==> config.mk <==
export PLATFORM = sky130hd
export DESIGN_NAME = shift_rows_pipe
export DESIGN_NICKNAME = d
export VERILOG_FILES = /design/src/rtl/shift_rows_pipe_pkg.sv /design/src/rtl/shift_rows_pipe_skid_fifo2.sv /design/src/rtl/shift_rows_pipe.sv
export SDC_FILE = /design/constraint.sdc
export NUM_CORES = 1
export LEC_CHECK = 0
export BUFFER_PORTS_ARGS = -buffer_cell sky130_fd_sc_hd__buf_2
export CORE_MARGIN = 2
export CORE_UTILIZATION = 34
export DETAILED_ROUTE_END_ITERATION = 10
export PLACE_DENSITY = 0.6
export SLEW_MARGIN = 20
export SYNTH_ARGS = -nofsm -noshare
export SYNTH_HDL_FRONTEND = slang
export SYNTH_SLANG_ARGS = --single-unit
export TNS_END_PERCENT = 100
==> constraint.sdc <==
create_clock -name Clk -period 4.6 [get_ports Clk]
set_input_delay 1.15 -clock Clk [delete_from_list [all_inputs] [get_ports Clk]]
set_output_delay 1.15 -clock Clk [all_outputs]
set_load 0.01 [all_outputs]
==> src/rtl/shift_rows_pipe_pkg.sv <==
// aes_pkg: shared AES/Rijndael constants and helpers for the round pipeline stages.
`default_nettype none

package aes_pkg;

  localparam int NB_MIN      = 4;
  localparam int NB_MID      = 6;
  localparam int NB_MAX      = 8;
  localparam int TAG_INV_BIT = 0;

  function automatic bit nb_is_legal(input int nb);
    return (nb == NB_MIN) || (nb == NB_MID) || (nb == NB_MAX);
  endfunction

  // Rijndael uses a wider row-3/row-4 spread only for 256-bit blocks
  function automatic int shr_offset(input int nb, input int row);
    int off;
    off = row;
    if (nb == NB_MAX) begin
      case (row)
        2:       off = 3;
        3:       off = 4;
        default: off = row;
      endcase
    end
    return off;
  endfunction

  function automatic int byte_idx(input int row, input int col);
    return 4 * col + row;
  endfunction

endpackage

`default_nettype wire

==> src/rtl/shift_rows_pipe_skid_fifo2.sv <==
// skid_fifo2: 2-entry valid/ready buffer; ready depends on registered occupancy only.
`default_nettype none

module skid_fifo2 #(
  parameter int WIDTH = 8
) (
  input  logic             clk,
  input  logic             rst_n,
  input  logic             flush,
  input  logic             in_valid,
  output logic             in_ready,
  input  logic [WIDTH-1:0] in_data,
  output logic             out_valid,
  input  logic             out_ready,
  output logic [WIDTH-1:0] out_data,
  output logic             busy
);

  logic [WIDTH-1:0] mem [2];
  logic             head;
  logic             tail;
  logic [1:0]       count;
  logic             push;
  logic             pop;

  assign in_ready  = (count < 2'd2);
  assign out_valid = (count != 2'd0);
  assign busy      = (count != 2'd0);
  assign out_data  = mem[head];

  assign push = in_valid & in_ready & ~flush;
  assign pop  = out_valid & out_ready & ~flush;

  always_ff @(posedge clk or negedge rst_n) begin
    if (!rst_n) begin
      count  <= 2'd0;
      head   <= 1'b0;
      tail   <= 1'b0;
      mem[0] <= '0;
      mem[1] <= '0;
    end else if (flush) begin
      // Storage keeps stale contents; only occupancy is dropped
      count <= 2'd0;
      head  <= 1'b0;
      tail  <= 1'b0;
    end else begin
      if (push) begin
        mem[tail] <= in_data;
        tail      <= ~tail;
      end
      if (pop) begin
        head <= ~head;
      end
      unique case ({push, pop})
        2'b10:   count <= count + 2'd1;
        2'b01:   count <= count - 2'd1;
        default: count <= count;
      endcase
    end
  end

endmodule

`default_nettype wire

==> src/rtl/shift_rows_pipe.sv <==
// shift_rows_pipe: ShiftRows stage with valid/ready skid buffer.
// Optional InvShiftRows per block via In_Tag[0] when SHR_INV_EN is defined.
`default_nettype none

module shift_rows_pipe
  import aes_pkg::*;
#(
  parameter int NB         = 4,
  parameter int MODE_TAG_W = 1
) (
  input  logic                  Clk,
  input  logic                  Rst_n,
  input  logic                  Flush,
  input  logic                  In_Valid,
  output logic                  In_Ready,
  input  logic [32*NB-1:0]      In_Data,
  input  logic [MODE_TAG_W-1:0] In_Tag,
  output logic                  Out_Valid,
  input  logic                  Out_Ready,
  output logic [32*NB-1:0]      Out_Data,
  output logic [MODE_TAG_W-1:0] Out_Tag,
  output logic                  Busy
);

  localparam int W = 32 * NB;

  logic [W-1:0]            fwd;
  logic [W-1:0]            shifted;
  logic [W+MODE_TAG_W-1:0] fifo_in;
  logic [W+MODE_TAG_W-1:0] fifo_out;

  // Byte k sits at the MSB end: k = 4*col + row
  for (genvar k = 0; k < 4 * NB; k++) begin : g_fwd_byte
    localparam int ROW = k % 4;
    localparam int COL = k / 4;
    localparam int SRC = byte_idx(ROW, (COL + shr_offset(NB, ROW)) % NB);
    assign fwd[W-1-8*k -: 8] = In_Data[W-1-8*SRC -: 8];
  end

`ifdef SHR_INV_EN
  logic [W-1:0] inv;

  for (genvar k = 0; k < 4 * NB; k++) begin : g_inv_byte
    localparam int ROW = k % 4;
    localparam int COL = k / 4;
    localparam int SRC = byte_idx(ROW, (COL - shr_offset(NB, ROW) + NB) % NB);
    assign inv[W-1-8*k -: 8] = In_Data[W-1-8*SRC -: 8];
  end

  assign shifted = In_Tag[TAG_INV_BIT] ? inv : fwd;
`else
  assign shifted = fwd;
`endif

  assign fifo_in = {shifted, In_Tag};

  skid_fifo2 #(
    .WIDTH(W + MODE_TAG_W)
  ) u_fifo (
    .clk      (Clk),
    .rst_n    (Rst_n),
    .flush    (Flush),
    .in_valid (In_Valid),
    .in_ready (In_Ready),
    .in_data  (fifo_in),
    .out_valid(Out_Valid),
    .out_ready(Out_Ready),
    .out_data (fifo_out),
    .busy     (Busy)
  );

  assign Out_Data = fifo_out[W+MODE_TAG_W-1:MODE_TAG_W];
  assign Out_Tag  = fifo_out[MODE_TAG_W-1:0];

endmodule

`default_nettype wire

==> summary.md <==
| Metric | Value |
|---|---|
| Full die area | `35000 um^2` |
| Overflow after GRT | `0` |
| Global-route wire length before repair | `39.0 mm` |
| Vias | `roughly 6700` |
| Chip height | `about 190 um` |
| First-pass DRT Iterations | `4` |
| Mux contribution to synthesized area | `between 30% and 40%` |
| Worst Clk Skew | `between 0.005 and 0.006 ns` |
| EDFF count, synth | `0` |
| WL/cell | `roughly 17 um` |
| Worst Tran Pin Value | `0.948 ns` |
| Post-synthesis xor/xnor area fraction | `0.154%` |
| Clock tree buffer depth | `3` |
| Crit path from | `u_fifo.head$_DFFE_PN0P_` |
| M1 GR Usage | `~17%` |
| CTS tree | `yes` |
| Cell Count, Final, Fillers Out | `around 1400` |
| Detailed Route Iter0 Violations | `between 200 and 250` |
| Gr usage total | `between 10% and 20%` |
| Yosys reg bits | `about 260` |
| Crit path arrival time | `around 2.4 ns` |
| Met2 usage | `between 20% and 30%` |
| Vias per cell | `roughly 4.6` |
| WS Path Type | `flop to primary output` |
| # rows | `67` |
| Multi-input gate area | `around 4500 um^2` |
| Period utilisation layout | `between 70% and 80%` |
| Clock root buffer | `clkbuf_16` |
| Maximum VDD drop | `314 uV` |
| Synth-to-layout area growth | `23.1%` |
| Yosys warnings | `0` |
| RR Startpoint | `u_fifo.count[1]$_DFFE_PN0P_` |
| Post-layout min period | `roughly 3.6 ns` |
| DRC Markers | `0` |
| Final hold violation count | `0` |
| Cell accounting for the most synthesized area | `dfrtp_1` |
| Fmax | `279 MHz` |
| Hold path startpoint | `u_fifo.mem[58]$_DFFE_PN0P_` |
| Syn Inst Count | `about 700` |
| Cell Count Post-Placement | `around 1400` |
| H-Tree Depth | `1` |
| Die width | `roughly 190 um` |
| Leak | `between 6 and 7 nW` |
| Crit path max fanout | `between 60 and 70` |
| Library cells used by synthesis | `19` |
| Placer Congestion | `between 0.7 and 0.8` |
| RSZ-0062 raised after global routing | `no` |
| Power per cell area | `roughly 520 nW/um^2` |
| Max cap viols | `0` |
| Routed Wire Length | `between 20 and 25 mm` |
| Run status | `completed` |
| Synth Flop Type | `dfrtp_1` |
| Post-synthesis adder-cell area fraction | `0%` |
| Core box area | `between 30000 and 40000 um^2` |
| Fin nets | `approximately 1100` |
| Pre-CTS setup slack | `roughly 1.6 ns` |
| Port Buffers | `about 270` |
| Crit. End Element | `primary output` |
| Number of fillers in the final layout | `3091` |
| Hold Buf Count CTS | `0` |
| CTS Sinks | `262` |
| FFs w/ async S/R, synth | `between 90% and 100%` |
| Initial Util | `between 30% and 40%` |
| Worst slew margin | `between 30% and 40%` |
| Busiest layer in global routing | `met2` |
| Reg clk slew, reported paths | `roughly 0.060 ns` |
| Layout cells sized above 1 | `around 70%` |
| Commonest cells in the netlist | `mux2_2, dfrtp_1, buf_6` |
| Post-synthesis simple-gate area fraction | `0.691%` |
| Register Area | `~6600 um^2` |
| Largest net degree at the start of global routing | `123` |
| Setup violators final | `0` |
| Syn Nets | `844` |
| Sequential area share after synthesis | `a little under three fifths` |
| Cell Area, Synth | `about 11000 um^2` |
| Initial antenna violation count | `5` |
| Met3 GRT Util | `4.54%` |
| Count leader, synth | `mux2_2` |
| Synth area leaders | `dfrtp_1, mux2_2, buf_6` |
| Antenna Nets Post-Route | `0` |
| Top cell type's share of synthesized area | `between 50 and 60%` |
| Setup Buffers After CTS | `0` |
| Setup TNS | `0 ns` |
| HPWL Detailed | `around 15 mm` |
| Vias in the first global route | `slightly above 7000` |
| Startpoint Class | `flop` |
| CTS Buf Count | `30` |
| I/O pins | `approximately 270` |
| Max Slew Vio Count | `0` |
| Crit path required time | `3.45 ns` |
| Main combinational cell family by area after synthesis | `multiplexers` |
| Worst Hold Class | `flop to flop` |
| Worst skew pair latency | `~0.55 ns` |
| Cts repair resizes | `0` |
| Average cell area after synthesis | `16.1 um^2` |
| Complex-gate fraction of the synthesized area | `0.176%` |
| Post-route setup slack | `1.01 ns` |
## routing by layer
metal,share of wire [%],wire length [um]
met2,45,11000
met3,7.6,1840
met1,44,10800
met5,0.17,42
met4,2.4,590
## report_power, final
part	internal (mW)	leakage (nW)	total, mW	switching [mW]
Sequential	2.95	3.12	3.27	0.315
Clock	1.39	0.472	2.30	0.904
Combinational	1.01	2.63	1.70	0.686
Total	5.35	6.21	7.26	1.90
## registers in the layout, indices dropped and copies added, names as in the netlist
signal / cells
u_fifo.mem: 258
u_fifo.tail: 1
u_fifo.count: 2
u_fifo.head: 1
## final cells by class
cell class | count | share of cell area (%)
Sequential cell | 262 | 46.7
Multi-Input combinational cell | 404 | 32.0
Timing Repair Buffer | 274 | 10.4
Clock buffer | 45 | 6.47
Tap cell | 448 | 3.99
Clock inverter | 4 | 0.321
Antenna cell | 2 | 0.0356
Inverter | 1 | 0.0267
## cells in the final DEF (no fill, tap or decap), types with 2 or more instances in the layout
master	synthesis	routed
clkinv_2	0	3
buf_4	5	4
o21ai_0	2	2
dfrtp_1	262	261
buf_12	0	5
clkbuf_16	0	31
nor2b_1	2	2
a21oi_1	2	2
mux2_2	388	388
clkbuf_8	0	8
buf_2	12	264
clkbuf_1	1	6
xor2_1	2	2
nor2_1	2	2
diode_2	0	2
## cells by family after synthesis
family	Yosys count
AOI/OAI and AO/OA	4
muxes	388
DFF	262
buffers and inverters	44
and+or+nand+nor	10
xor gates and xnor gates	2
## through the flow
stage	area [um^2]	hold WS, ns	power [mW]	utilization [%]
after global placement	13100	0.483	4.99	39.3
after detailed placement	13100	0.490	5.02	39.3
after floorplan	11400	0.475	4.39	-
final	14000	0.501	7.26	42.2
after CTS	14000	0.504	7.39	42.2
after global routing	14000	0.510	7.67	42.2
## worst paths after layout
path | cells past startpoint | slack [ns] | end
max | 3 | 1.01 | Out_Data[48]
min | 1 | 0.50 | u_fifo.mem[58]$_DFFE_PN0P_
max reg2reg | 4 | 2.50 | u_fifo.mem[118]$_DFFE_PN0P_
min reg2reg | 1 | 0.50 | u_fifo.mem[58]$_DFFE_PN0P_
max in group asynchronous | 2 | 2.97 | u_fifo.mem[212]$_DFFE_PN0P_
min in group asynchronous | 1 | 0.72 | u_fifo.mem[243]$_DFFE_PN0P_
## critical path, cell delays in order, from the launching register on
cell	delay, ns
dfrtp_4	0.81
buf_12	0.44
mux2_2	0.40
buf_2	0.15
(Power assumes the default switching activity.)
